[src/rtl/osiris_i_pkg.sv]
// Shared encodings for the instruction/data memory port arbiter.
package osiris_i_pkg;

  typedef enum logic [1:0] {
    ST_IDLE  = 2'd0,
    ST_BUS_I = 2'd1,
    ST_BUS_D = 2'd2
  } arb_state_e;

  // Read data returned to the owner when the bus transaction is aborted.
  localparam int BUS_ERR_DATA = 0;

endpackage

[src/rtl/mem_port_arbiter_bus_timeout_cnt.sv]
// Watchdog counter: counts unacknowledged bus cycles and pulses expired on
// the cycle in which the count reaches TIMEOUT_CYCLES.
module bus_timeout_cnt #(
  parameter int TIMEOUT_CYCLES = 255
) (
  input  logic i_clk,
  input  logic i_rst_n,
  input  logic clear,
  input  logic enable,
  output logic expired
);

  localparam int CW = $clog2(TIMEOUT_CYCLES + 1);

  logic [CW-1:0] cnt;

  always_ff @(posedge i_clk or negedge i_rst_n) begin
    if (!i_rst_n)    cnt <= '0;
    else if (clear)  cnt <= '0;
    else if (enable) cnt <= cnt + 1'b1;
  end

  // Fires during the last allowed cycle so the abort lands exactly after it.
  assign expired = enable && (cnt == CW'(TIMEOUT_CYCLES - 1));

endmodule

[src/rtl/mem_port_arbiter.sv]
// Single-outstanding arbiter sharing the external memory bus between the
// Fetch and Memory stages, with fixed MEM priority and a bus watchdog.
module mem_port_arbiter
  import osiris_i_pkg::*;
#(
  parameter int ADDR_WIDTH     = 32,
  parameter int DATA_WIDTH     = 32,
  parameter int TIMEOUT_CYCLES = 255
) (
  input  logic                    i_clk,
  input  logic                    i_rst_n,
  input  logic                    i_if_req,
  input  logic [ADDR_WIDTH-1:0]   i_if_addr,
  output logic                    o_if_valid,
  output logic [DATA_WIDTH-1:0]   o_if_rdata,
  input  logic                    i_mem_req,
  input  logic                    i_mem_we,
  input  logic [DATA_WIDTH/8-1:0] i_mem_be,
  input  logic [ADDR_WIDTH-1:0]   i_mem_addr,
  input  logic [DATA_WIDTH-1:0]   i_mem_wdata,
  output logic                    o_mem_valid,
  output logic [DATA_WIDTH-1:0]   o_mem_rdata,
  output logic                    o_stall_IF,
  output logic                    o_stall_M,
  output logic                    o_bus_req,
  output logic                    o_bus_we,
  output logic [DATA_WIDTH/8-1:0] o_bus_be,
  output logic [ADDR_WIDTH-1:0]   o_bus_addr,
  output logic [DATA_WIDTH-1:0]   o_bus_wdata,
  input  logic                    i_bus_ack,
  input  logic [DATA_WIDTH-1:0]   i_bus_rdata,
  output logic                    o_bus_err
);

  localparam logic [DATA_WIDTH-1:0] ERR_DATA = DATA_WIDTH'(BUS_ERR_DATA);

  arb_state_e state;
  logic       tmo_clear, tmo_en, tmo_expired;

  assign tmo_clear = (state == ST_IDLE);
  assign tmo_en    = (state != ST_IDLE) && !i_bus_ack;

  bus_timeout_cnt #(.TIMEOUT_CYCLES(TIMEOUT_CYCLES)) u_tmo (
    .i_clk   (i_clk),
    .i_rst_n (i_rst_n),
    .clear   (tmo_clear),
    .enable  (tmo_en),
    .expired (tmo_expired)
  );

  // Gated by reset so every output reads 0 while the core is held in reset.
  assign o_stall_IF = i_rst_n & i_if_req  & ~o_if_valid;
  assign o_stall_M  = i_rst_n & i_mem_req & ~o_mem_valid;

  always_ff @(posedge i_clk or negedge i_rst_n) begin
    if (!i_rst_n) begin
      state       <= ST_IDLE;
      o_bus_req   <= 1'b0;
      o_bus_we    <= 1'b0;
      o_bus_be    <= '0;
      o_bus_addr  <= '0;
      o_bus_wdata <= '0;
      o_bus_err   <= 1'b0;
      o_if_valid  <= 1'b0;
      o_if_rdata  <= '0;
      o_mem_valid <= 1'b0;
      o_mem_rdata <= '0;
    end else begin
      o_if_valid  <= 1'b0;
      o_mem_valid <= 1'b0;
      o_bus_err   <= 1'b0;
      case (state)
        ST_IDLE: begin
          // A requester already being answered this cycle is not re-granted.
          if (i_mem_req && !o_mem_valid) begin
            state       <= ST_BUS_D;
            o_bus_req   <= 1'b1;
            o_bus_we    <= i_mem_we;
            o_bus_be    <= i_mem_be;
            o_bus_addr  <= i_mem_addr;
            o_bus_wdata <= i_mem_wdata;
          end else if (i_if_req && !o_if_valid) begin
            state       <= ST_BUS_I;
            o_bus_req   <= 1'b1;
            o_bus_we    <= 1'b0;
            o_bus_be    <= '1;
            o_bus_addr  <= i_if_addr;
            o_bus_wdata <= '0;
          end
        end
        ST_BUS_I, ST_BUS_D: begin
          // Ack takes precedence over a watchdog expiry in the same cycle.
          if (i_bus_ack || tmo_expired) begin
            state     <= ST_IDLE;
            o_bus_req <= 1'b0;
            o_bus_err <= !i_bus_ack;
            if (state == ST_BUS_D) begin
              o_mem_valid <= 1'b1;
              o_mem_rdata <= (i_bus_ack && !o_bus_we) ? i_bus_rdata : ERR_DATA;
            end else begin
              o_if_valid  <= 1'b1;
              o_if_rdata  <= i_bus_ack ? i_bus_rdata : ERR_DATA;
            end
          end
        end
        default: begin
          state     <= ST_IDLE;
          o_bus_req <= 1'b0;
        end
      endcase
    end
  end

endmodule

[config.mk]
export PLATFORM = sky130hd
export DESIGN_NAME = mem_port_arbiter
export DESIGN_NICKNAME = d
export VERILOG_FILES = /design/src/rtl/osiris_i_pkg.sv /design/src/rtl/mem_port_arbiter_bus_timeout_cnt.sv /design/src/rtl/mem_port_arbiter.sv
export SDC_FILE = /design/constraint.sdc
export NUM_CORES = 1
export LEC_CHECK = 0
export CAP_MARGIN = 15
export CORE_AREA = 3 3 134 136
export CTS_CLUSTER_SIZE = 40
export DETAILED_ROUTE_END_ITERATION = 8
export DIE_AREA = 0 0 137 139
export PLACE_DENSITY_LB_ADDON = 0.3
export SYNTH_ARGS = -nofsm -noshare
export SYNTH_HDL_FRONTEND = slang
export SYNTH_SLANG_ARGS = --single-unit
[constraint.sdc]
create_clock -name i_clk -period 1.63 [get_ports i_clk]
set_clock_uncertainty 0.1 [all_clocks]
set_input_delay 0.489 -clock i_clk [delete_from_list [all_inputs] [get_ports i_clk]]
set_output_delay 0.489 -clock i_clk [all_outputs]
set_load 0.005 [all_outputs]
* Word level (Yosys, flattened, before mapping) *
Index checks and enable logic that the tools add are counted.

storage, ports and cells
  register bits after elaboration = 147
  latch bits = 0
  RAM bits = 0
  memory bits (read-only) = 0
  memories = 0

operators by class
  $add $sub $neg = 1
  multipliers = 0
  div/mod/pow operators = 0
  order comparisons = 0
  equality and inequality tests = 5
  shifts and indexed selects = 0
  mux-type cells = 28
  bitwise gates (word level) = 7
  reductions and logical operators = 19

operators with widths
  kind                 count
  $mux 32              6
  $mux 8               2
  $mux 1               13
  $add 8x1->8 const B  1
  $eq 8x8->1 const B   1
  $mux 4               2
  $mux 2               3
  $reduce_and 3->1     2
  $reduce_bool 2->1    3
  $logic_and 1x1->1    5
  $and 1x1->1          4
  $logic_not 1->1      4
  $pmux 2 s2           1
  $reduce_and 2->1     2
  $ne 3x1->1 const B   1
  $not 1->1            3
  $eq 2x1->1 const B   1
  $eq 2x2->1 const B   1
  $logic_not 2->1      1
  $ne 2x2->1 const B   1
  $pmux 1 s2           1
  $reduce_or 2->1      1
  $logic_or 1x1->1     1

* Logic depth before layout (Yosys ltp) *
  word-level depth = 6
  depth in mapped cells = 7

* Modules after synthesis *
Synthesis repeated with hierarchy kept, for this count alone.

second synthesis, totals
  cells, all modules = 536
  area, all modules = 6407.4 um^2

by module, submodules not included
  module            instances  cells an instance  area an instance (um^2)  seq. area each (um^2)
  mem_port_arbiter  1          495                5995.8                   3478.3
  bus_timeout_cnt   1          41                 411.6                    200.2

* Least setup slack after synthesis *
OpenSTA, ideal clock, no wires.

  kind = in2reg
  start point = input i_if_req
  end point = register o_bus_addr[15]
  library setup time = 125 ps
  data arrival time = 1546 ps
  slack = -141 ps
  stages on the path = 5
  cell sequence = nor2b_1 > o21a_1 > buf_4 > buf_4 > mux2_2

on the way
  cells in the longest elaborated chain, start to end = 3

RTL lines
  item                         line                    source
  start, declared              mem_port_arbiter.sv:12  input logic i_if_req,
  $logic_and 1x1->1            mem_port_arbiter.sv:82  end else if (i_if_req && !o_if_valid) begin
  $reduce_bool 2->1 (no line)  --
  $reduce_and 2->1 (no line)   --
  end signal, assigned         mem_port_arbiter.sv:80  o_bus_addr <= i_mem_addr;
  end signal, assigned         mem_port_arbiter.sv:87  o_bus_addr <= i_if_addr;
  end, declared                mem_port_arbiter.sv:28  output logic [ADDR_WIDTH-1:0] o_bus_addr,

No other way between the ends.
A chain may end at the register's enable or synchronous reset.

* Final worst setup path *
  start point = register state[0]
  end point = register o_mem_rdata[3]

on the way
  cells in the longest elaborated chain, start to end = 5

RTL lines
  item                          line                                    source
  start, declared               mem_port_arbiter.sv:37                  arb_state_e state;
  start signal, assigned        mem_port_arbiter.sv:57                  state <= ST_IDLE;
  start signal, assigned        mem_port_arbiter.sv:76                  state <= ST_BUS_D;
  start signal, assigned        mem_port_arbiter.sv:83                  state <= ST_BUS_I;
  $reduce_bool 2->1             mem_port_arbiter.sv:41                  assign tmo_en = (state != ST_IDLE) && !i_bus_ack;
  $logic_and 1x1->1             mem_port_arbiter.sv:41
  $logic_and 1x1->1             mem_port_arbiter_bus_timeout_cnt.sv:24  assign expired = enable && (cnt == CW'(TIMEOUT_CYCLES - 1));
  $logic_or 1x1->1              mem_port_arbiter.sv:93                  if (i_bus_ack || tmo_expired) begin
  $reduce_and 3->1 (no line) *  --
  end signal, assigned          mem_port_arbiter.sv:99                  o_mem_rdata <= (i_bus_ack && !o_bus_we) ? i_bus_rdata : ERR_DATA;
  end, declared                 mem_port_arbiter.sv:22                  output logic [DATA_WIDTH-1:0] o_mem_rdata,

Mark *: on every way between the ends. The rest lies on a longest branch, timed or not.

==> metrics.md <==
| Metric | Value |
|---|---|
| Total grt overflow | 0 |
| Nets | 1070 |
| Top cell type by total area after synthesis | dfrtp_1 |
| Leak | 5.31 nW |
| Routing usage on met3 | 7.15% |
| Seq pwr share | 28.2% |
| Setup TNS Final | -15.38 ns |
| IR drop worst, VDD | 0.000893 V |
| Clk pin slew, worst setup/hold paths | 0.06 ns |
| Yosys warns | 0 |
| Worst Tran Pin Value | 1.06 ns |
| Die height | 139 um |
| First-pass GRT wire length | 34100 um |
| Post-route DRC | 0 |
| Largest net degree at the start of global routing | 83 |
| Tcrit/Tclk final | 113% |
| Vias in the first global route | 6313 |
| Fmax | 0.543 GHz |
| Insertion delay to the later sink of the worst-skew pair | 0.42 ns |
| Share of Yosys cell area claimed by the top area cell type | 55.9% |
| Final GP Congestion | 0.769 |
| Highest fanout seen on the critical path | 16 |
| 1st-pass router iterations | 6 |
| Status | complete, but fails checks |
| Setup ws final | -0.213 ns |
| Crit path time final | 1.84 ns |
| NetSw | 7.03 mW |
| Die ar. | 19000 um^2 |
| CP Launch Type | flop |
| Worst r2r src | state[0]$_DFFE_PN0P_ |
| Initial antenna violation count | 0 |
| Final ANT Viol Nets | 0 |
| Worst R2R End | o_mem_rdata[3]$_DFFE_PN0P_ |
| DRT iter0 DRCs | 277 |
| EDFF count, synth | 0 |
| Netlist Area Pre-Place | 6580 um^2 |
| Share of the yosys chip area belonging to registers | 55.9% |
| Total CTS buffers | 17 |
| Number of fill cells | 1284 |
| Synth Area per Inst | 12.8 um^2 |
| Fraction of layout cells with a size suffix above 1 | 44.4% |
| HPWL Detailed | 14100 um |
| Top_reg_cell synth | dfrtp_1 |
| CP Capture Type | flop |
| Grt peak-use layer | met2 |
| Ys async rst share | 100% |
| Violated checks | negative setup slack |
| Boundary pin count | 277 |
| Max-cap violations | 0 |
| # diodes | 0 |
| CTS tree | yes |
| Main area contributors after synthesis | dfrtp_1 56%, mux2_2 11%, a22o_1 8.7% |
| H-tree Lvls | 4 |
| R2r worst-path depth | 7 |
| Area of placed instances | 9900 um^2 |
| Worst path required time | 1.83 ns |
| Final hold vios | 0 |
| Port bufs | 276 |
| Combinational power share | 52.7% |
| Initial Util | 38.6% |
| Internal power | 14.7 mW |
| Total GRT Usage | 22.6% |
| Clock power share | 19.0% |
| Commonest cells post-synth | 147 x dfrtp_1, 65 x a22o_1, 64 x mux2_2, 36 x a21oi_1, 35 x nor2b_1 |
| Vias/cell | 5.13 |
| Count of final setup violators | 134 |
| Met2 usage | 39.7% |
| Synth unique cells | 41 |
| Most common cell in the netlist | dfrtp_1 |
| Critical path arrival | 2.05 ns |
| Final slew viol count | 0 |
| Vias | 5987 |
| CTS root buf | clkbuf_16 |
| Unrepaired setup endpoints after global routing | yes |
| Final wirelength | 23500 um |
| Layout area overhead | 73.0% |
| Worst slew margin | 29.2% |
| Final instance area | 11400 um^2 |
| Syn Nets | 655 |
| Power Dens Cells | 1910 nW/um^2 |
| R2R setup slack | -0.21 ns |
| Switching Share | 32.3% |
| Synth Register Bits | 147 |
| CTS Buffer Depth | 2 |
| Die X | 137 um |
| Met1 global-route usage | 25.6% |
| Placeable core area | 17100 um^2 |
| Worst Setup Path Type | reg2reg |
| Synth Instances | 513 |
| Avg WL per Cell | 20.2 um |
| # clock sinks | 147 |
| Worst hold path type | in2async |
| Std-Cell Rows | 48 |
## final cells by class
class	instances	area [um^2]	area share, %
Clock buffer	17	425	3.74
Inverter	4	17.5	0.154
Tap cell	225	282	2.47
Clock inverter	15	193	1.69
Timing Repair Buffer	434	3870	34.0
Multi-Input combinational cell	324	2920	25.7
Sequential cell	147	3680	32.3
## metrics by stage
stage | total power, mW | utilization [%] | worst slack (ns) | cells | hold WS (ns)
floorplan | 10.7 | - | -0.0447 | 513 | 0.0934
global placement | 15.4 | 58.1 | -0.791 | 1016 | 0.316
detailed placement | 15.8 | 58.1 | -0.763 | 1016 | 0.324
CTS | 21.2 | 65.9 | -0.214 | 1130 | 0.148
global route | 23.0 | 66.8 | -0.258 | 1166 | 0.173
finish | 21.7 | 66.8 | -0.213 | 1166 | 0.125
## layout by cell type, fill, tap and decap left out, drive strengths merged, types with 3 or more instances in the layout
cell	instances
buf	205
dfrtp	147
clkdlybuf4s50	133
clkbuf	94
a22o	65
mux2	64
a21oi	36
nor2b	35
a21o	32
a21bo	32
clkdlybuf4s15	15
inv	12
nor2	10
o21ai	5
o22a	4
ha	4
clkinv	4
nand2	3
xor2	3
bufinv	3
nand2b	3
or3	3
## critical path, stage by stage (launching register included)
cell,delay (ns)
dfrtp_1,0.38
inv_2,0.08
ha_4,0.17
and4bb_2,0.34
a31oi_4,0.11
buf_12,0.18
buf_12,0.15
a21bo_2,0.21
## cells by family (layout without fill, tap and decap cells)
logic type	Yosys count	in the layout	synth area share (%)
AOI/OAI and AO/OA	181	181	21.7
muxes	64	64	11.0
adders and majority gates	4	4	0.760
and+or+nand+nor	71	71	6.64
buffers and inverters	42	470	3.54
DFF	147	147	55.9
xor gates and xnor gates	4	4	0.532
## power groups by stage
stage / logic (mW) / registers (mW) / clock network [mW]
final: 11.5 / 6.14 / 4.13
after global routing: 12.3 / 6.32 / 4.40
after CTS: 10.9 / 6.09 / 4.20
after detailed placement: 9.50 / 6.29 / 0
after global placement: 9.22 / 6.20 / 0
after floorplan: 4.44 / 6.31 / 0
## sequential cells by signal, summed over array words and instances (netlist names)
signal       cells
state            2
o_mem_rdata     32
o_mem_valid      1
o_bus_wdata     32
o_bus_addr      32
o_if_valid       1
o_if_rdata      32
o_bus_req        1
o_bus_be         4
u_tmo.cnt        8
o_bus_we         1
o_bus_err        1
## what timing repair did
action                     4_1_cts  5_1_grt
hold buffers                     1        0
gates resized for setup        432      100
pin swaps                       17       43
hold endpoints to repair         8        0
setup endpoints to repair      277      227
cloned                           4       14
setup buffers                   80       22
## layer usage
layer  vias to the layer above  part of all wire (%)
met5                         -                     0
met2                       244                    51
li1                       2712                     -
met1                      2979                    38
met3                        52                   8.0
met4                         0                   2.8
## worst max-delay path by stage
stage	end	slack (ns)	start
floorplan	o_mem_rdata[0]$_DFFE_PN0P_	-0.04	state[1]$_DFFE_PN0P_
global placement	o_stall_M	-0.79	i_mem_req
detailed placement	o_stall_M	-0.76	i_mem_req
CTS	o_stall_IF	-0.21	o_if_valid$_DFF_PN0_
global route	o_stall_IF	-0.26	o_if_valid$_DFF_PN0_
finish	o_mem_rdata[3]$_DFFE_PN0P_	-0.21	state[0]$_DFFE_PN0P_
(Power assumes the default switching activity.)
==> edit: new RTL, same flow settings <==
Re-encode `arb_state_e` (3 states) as one-hot, 3 bits wide.
--- a/src/rtl/osiris_i_pkg.sv
+++ b/src/rtl/osiris_i_pkg.sv
@@ -3,6 +3,6 @@
 
-  typedef enum logic [1:0] {
-    ST_IDLE  = 2'd0,
-    ST_BUS_I = 2'd1,
-    ST_BUS_D = 2'd2
+  typedef enum logic [2:0] {
+    ST_IDLE  = 3'b001,
+    ST_BUS_I = 3'b010,
+    ST_BUS_D = 3'b100
   } arb_state_e;
Function: no difference found for any inputs over 4 cycles, from zero or initial values and one cycle with i_rst_n low; so few cycles prove little.
==> edit against the unedited design <==
- sequential cell count rose by 1
- routed wire length rose by 5.1%
- global-route usage rose by 2.0 points
- setup slack got worse by 0.030 ns
- power fell by 16%
- critical path type is now flip-flop to output pin
- largest power group unchanged
- critical endpoint is now o_stall_M
- design area rose by 3.5%
- synthesized area rose by 1.2%
- the flow still finishes with violations (negative setup slack)
==> edit: results (changes against the unedited design) <==
| Metric | Value |
|---|---|
| Status | finished with violations |
| Failing checks | negative setup slack |
| WL final | 24730 µm (+5.1%) |
| Worst Path Arrival | 1.28 ns (-0.77 ns) |
| Leakage power | 0.005242 µW (-1.3%) |
| Relative slew margins | 43.70% (+14 points) |
| Synth Area in Adders | 0.3758% (-0.38 points) |
| Largest family of logic cells by synthesized area | compound AO/OA/AOI/OAI gates |
| Most common library cells after synthesis | dfrtp_1 (147), a22o_1 (65), mux2_2 (64), nor2b_1 (36) |
| Mux contribution to synthesized area | 10.82% (-0.13 points) |
| Final setup fails | 105 (-22%) |
| Ys Warns | 0 (unchanged) |
| Yosys cell types | 38 (-7.3%) |
| Final #Nets | 1070 (unchanged) |
| Clock power frac | 22.0% (+3.0 points) |
| Vias per cell | 5.296 (+3.1%) |
| Layout cells sized above 1 | 42.83% (-1.6 points) |
| Post-DP Area | 9967 µm² (+0.64%) |
| Worst hold path type | primary input to asynchronous set/reset pin |
| Initial DRC Count | 325 (+17%) |
| Synth Area in XOR/XNOR | 0.6576% (+0.13 points) |
| Max VDD drop | 0.8673 mV (-2.8%) |
| Largest net degree at the start of global routing | 81 (-2.4%) |
| Seq/Total Area, Yosys | 55.64% (-0.26 points) |
| PortBufs | 276 (unchanged) |
| H-tree depth | 4 (unchanged) |
| Crit-path max cell delay | 0.41 ns (+0.03 ns) |
| Largest cells by area after synthesis | dfrtp_1 (55%), mux2_2 (11%), a22o_1 (8.5%) |
| Final Wtd Congestion | 0.7703 (+0.17%) |
| Post-route worst setup slack | -0.2432 ns (-0.03034 ns) |
| Asr flop ratio synth | 100.0% (unchanged) |
| Post-synthesis net count | 650 (-0.76%) |
| CP Max Fanout | 2 (-14) |
| Seq. pwr | 5680 µW (-7.5%) |
| Antenna diode count | 0 (unchanged) |
| Clock slew at reported path FFs | 0.06 ns (about the same) |
| Inserted Clock Buffers | 17 (unchanged) |
| First-pass GRT wire length | 36430 µm (+6.9%) |
| Vias in the first global route | 6637 (+5.1%) |
| Total GRT Usage | 24.65% (+2.0 points) |
| Internal | 12560 µW (-15%) |
| Power density cells | 1544 nW/µm² (-19%) |
| Crit-path slowest cell | dfrtp_1 |
| HPWL Detailed | 14010 µm (-0.87%) |
| Compound-Gate Fraction of Synth Area | 18.30% (-3.4 points) |
| Drt pass-1 iters | 4 (-2) |
==> edit: worst max-delay path, delay by kind of cell (launching register included) <==
| kind | cells | cell delay [ns] |
|---|---|---|
| AND/OR/NAND/NOR | 2 | 0.24 |
| flip-flops | 1 | 0.41 |
| buffers and inverters | 2 | 0.21 |
==> edit: what timing repair did <==
action | 4_1_cts | 5_1_grt
gates resized for setup | 405 | 118
pin swaps | 28 | 25
setup buffers | 83 | 33
gates cloned | 19 | 9
endpoints found under the setup margin | 274 | 229
==> edit: per-stage QoR <==
stage	setup TNS [ns]	instances	setup slack [ns]
6_report	-12.97	1166	-0.2432
5_1_grt	-21.06	1166	-0.3036
4_1_cts	-16.56	1133	-0.2630
3_5_place_dp	-66.10	1003	-0.7534
3_3_place_gp	-63.87	1003	-0.7246
2_1_floorplan	-1.964	510	-0.09880
==> edit: path summary, 6_finish.rpt <==
path | from | end | slack [ns] | cells past startpoint
worst max-delay path | o_mem_valid | o_stall_M | -0.24 | 4
worst min-delay path | i_rst_n | o_mem_rdata[4] | 0.12 | 3
worst max register to register | o_mem_valid | o_bus_addr[9] | -0.22 | 6
worst min register to register | o_bus_wdata[9] | o_bus_wdata[9] | 0.40 | 1
max in group asynchronous | i_rst_n | state[1] | 0.49 | 3
min in group i_clk | o_bus_wdata[9] | o_bus_wdata[9] | 0.40 | 1
==> edit: cell type report <==
class,count,area [µm²]
Tap cell,225,281.5
Sequential cell,148,3707
Fill cell,1218,5275
Clock inverter,12,157.7
Inverter,1,3.754
Timing Repair Buffer,445,4200
Clock buffer,18,439.2
Multi-Input combinational cell,317,2992
==> edit: routing by layer <==
metal	vias to the layer above	GRT usage, %	wire length (µm)
li1	2779	-	-
met1	3091	30.08	9751
met2	244	42.86	12880
met3	61	4.935	1369
met4	0	8.929	731
met5	-	0	0
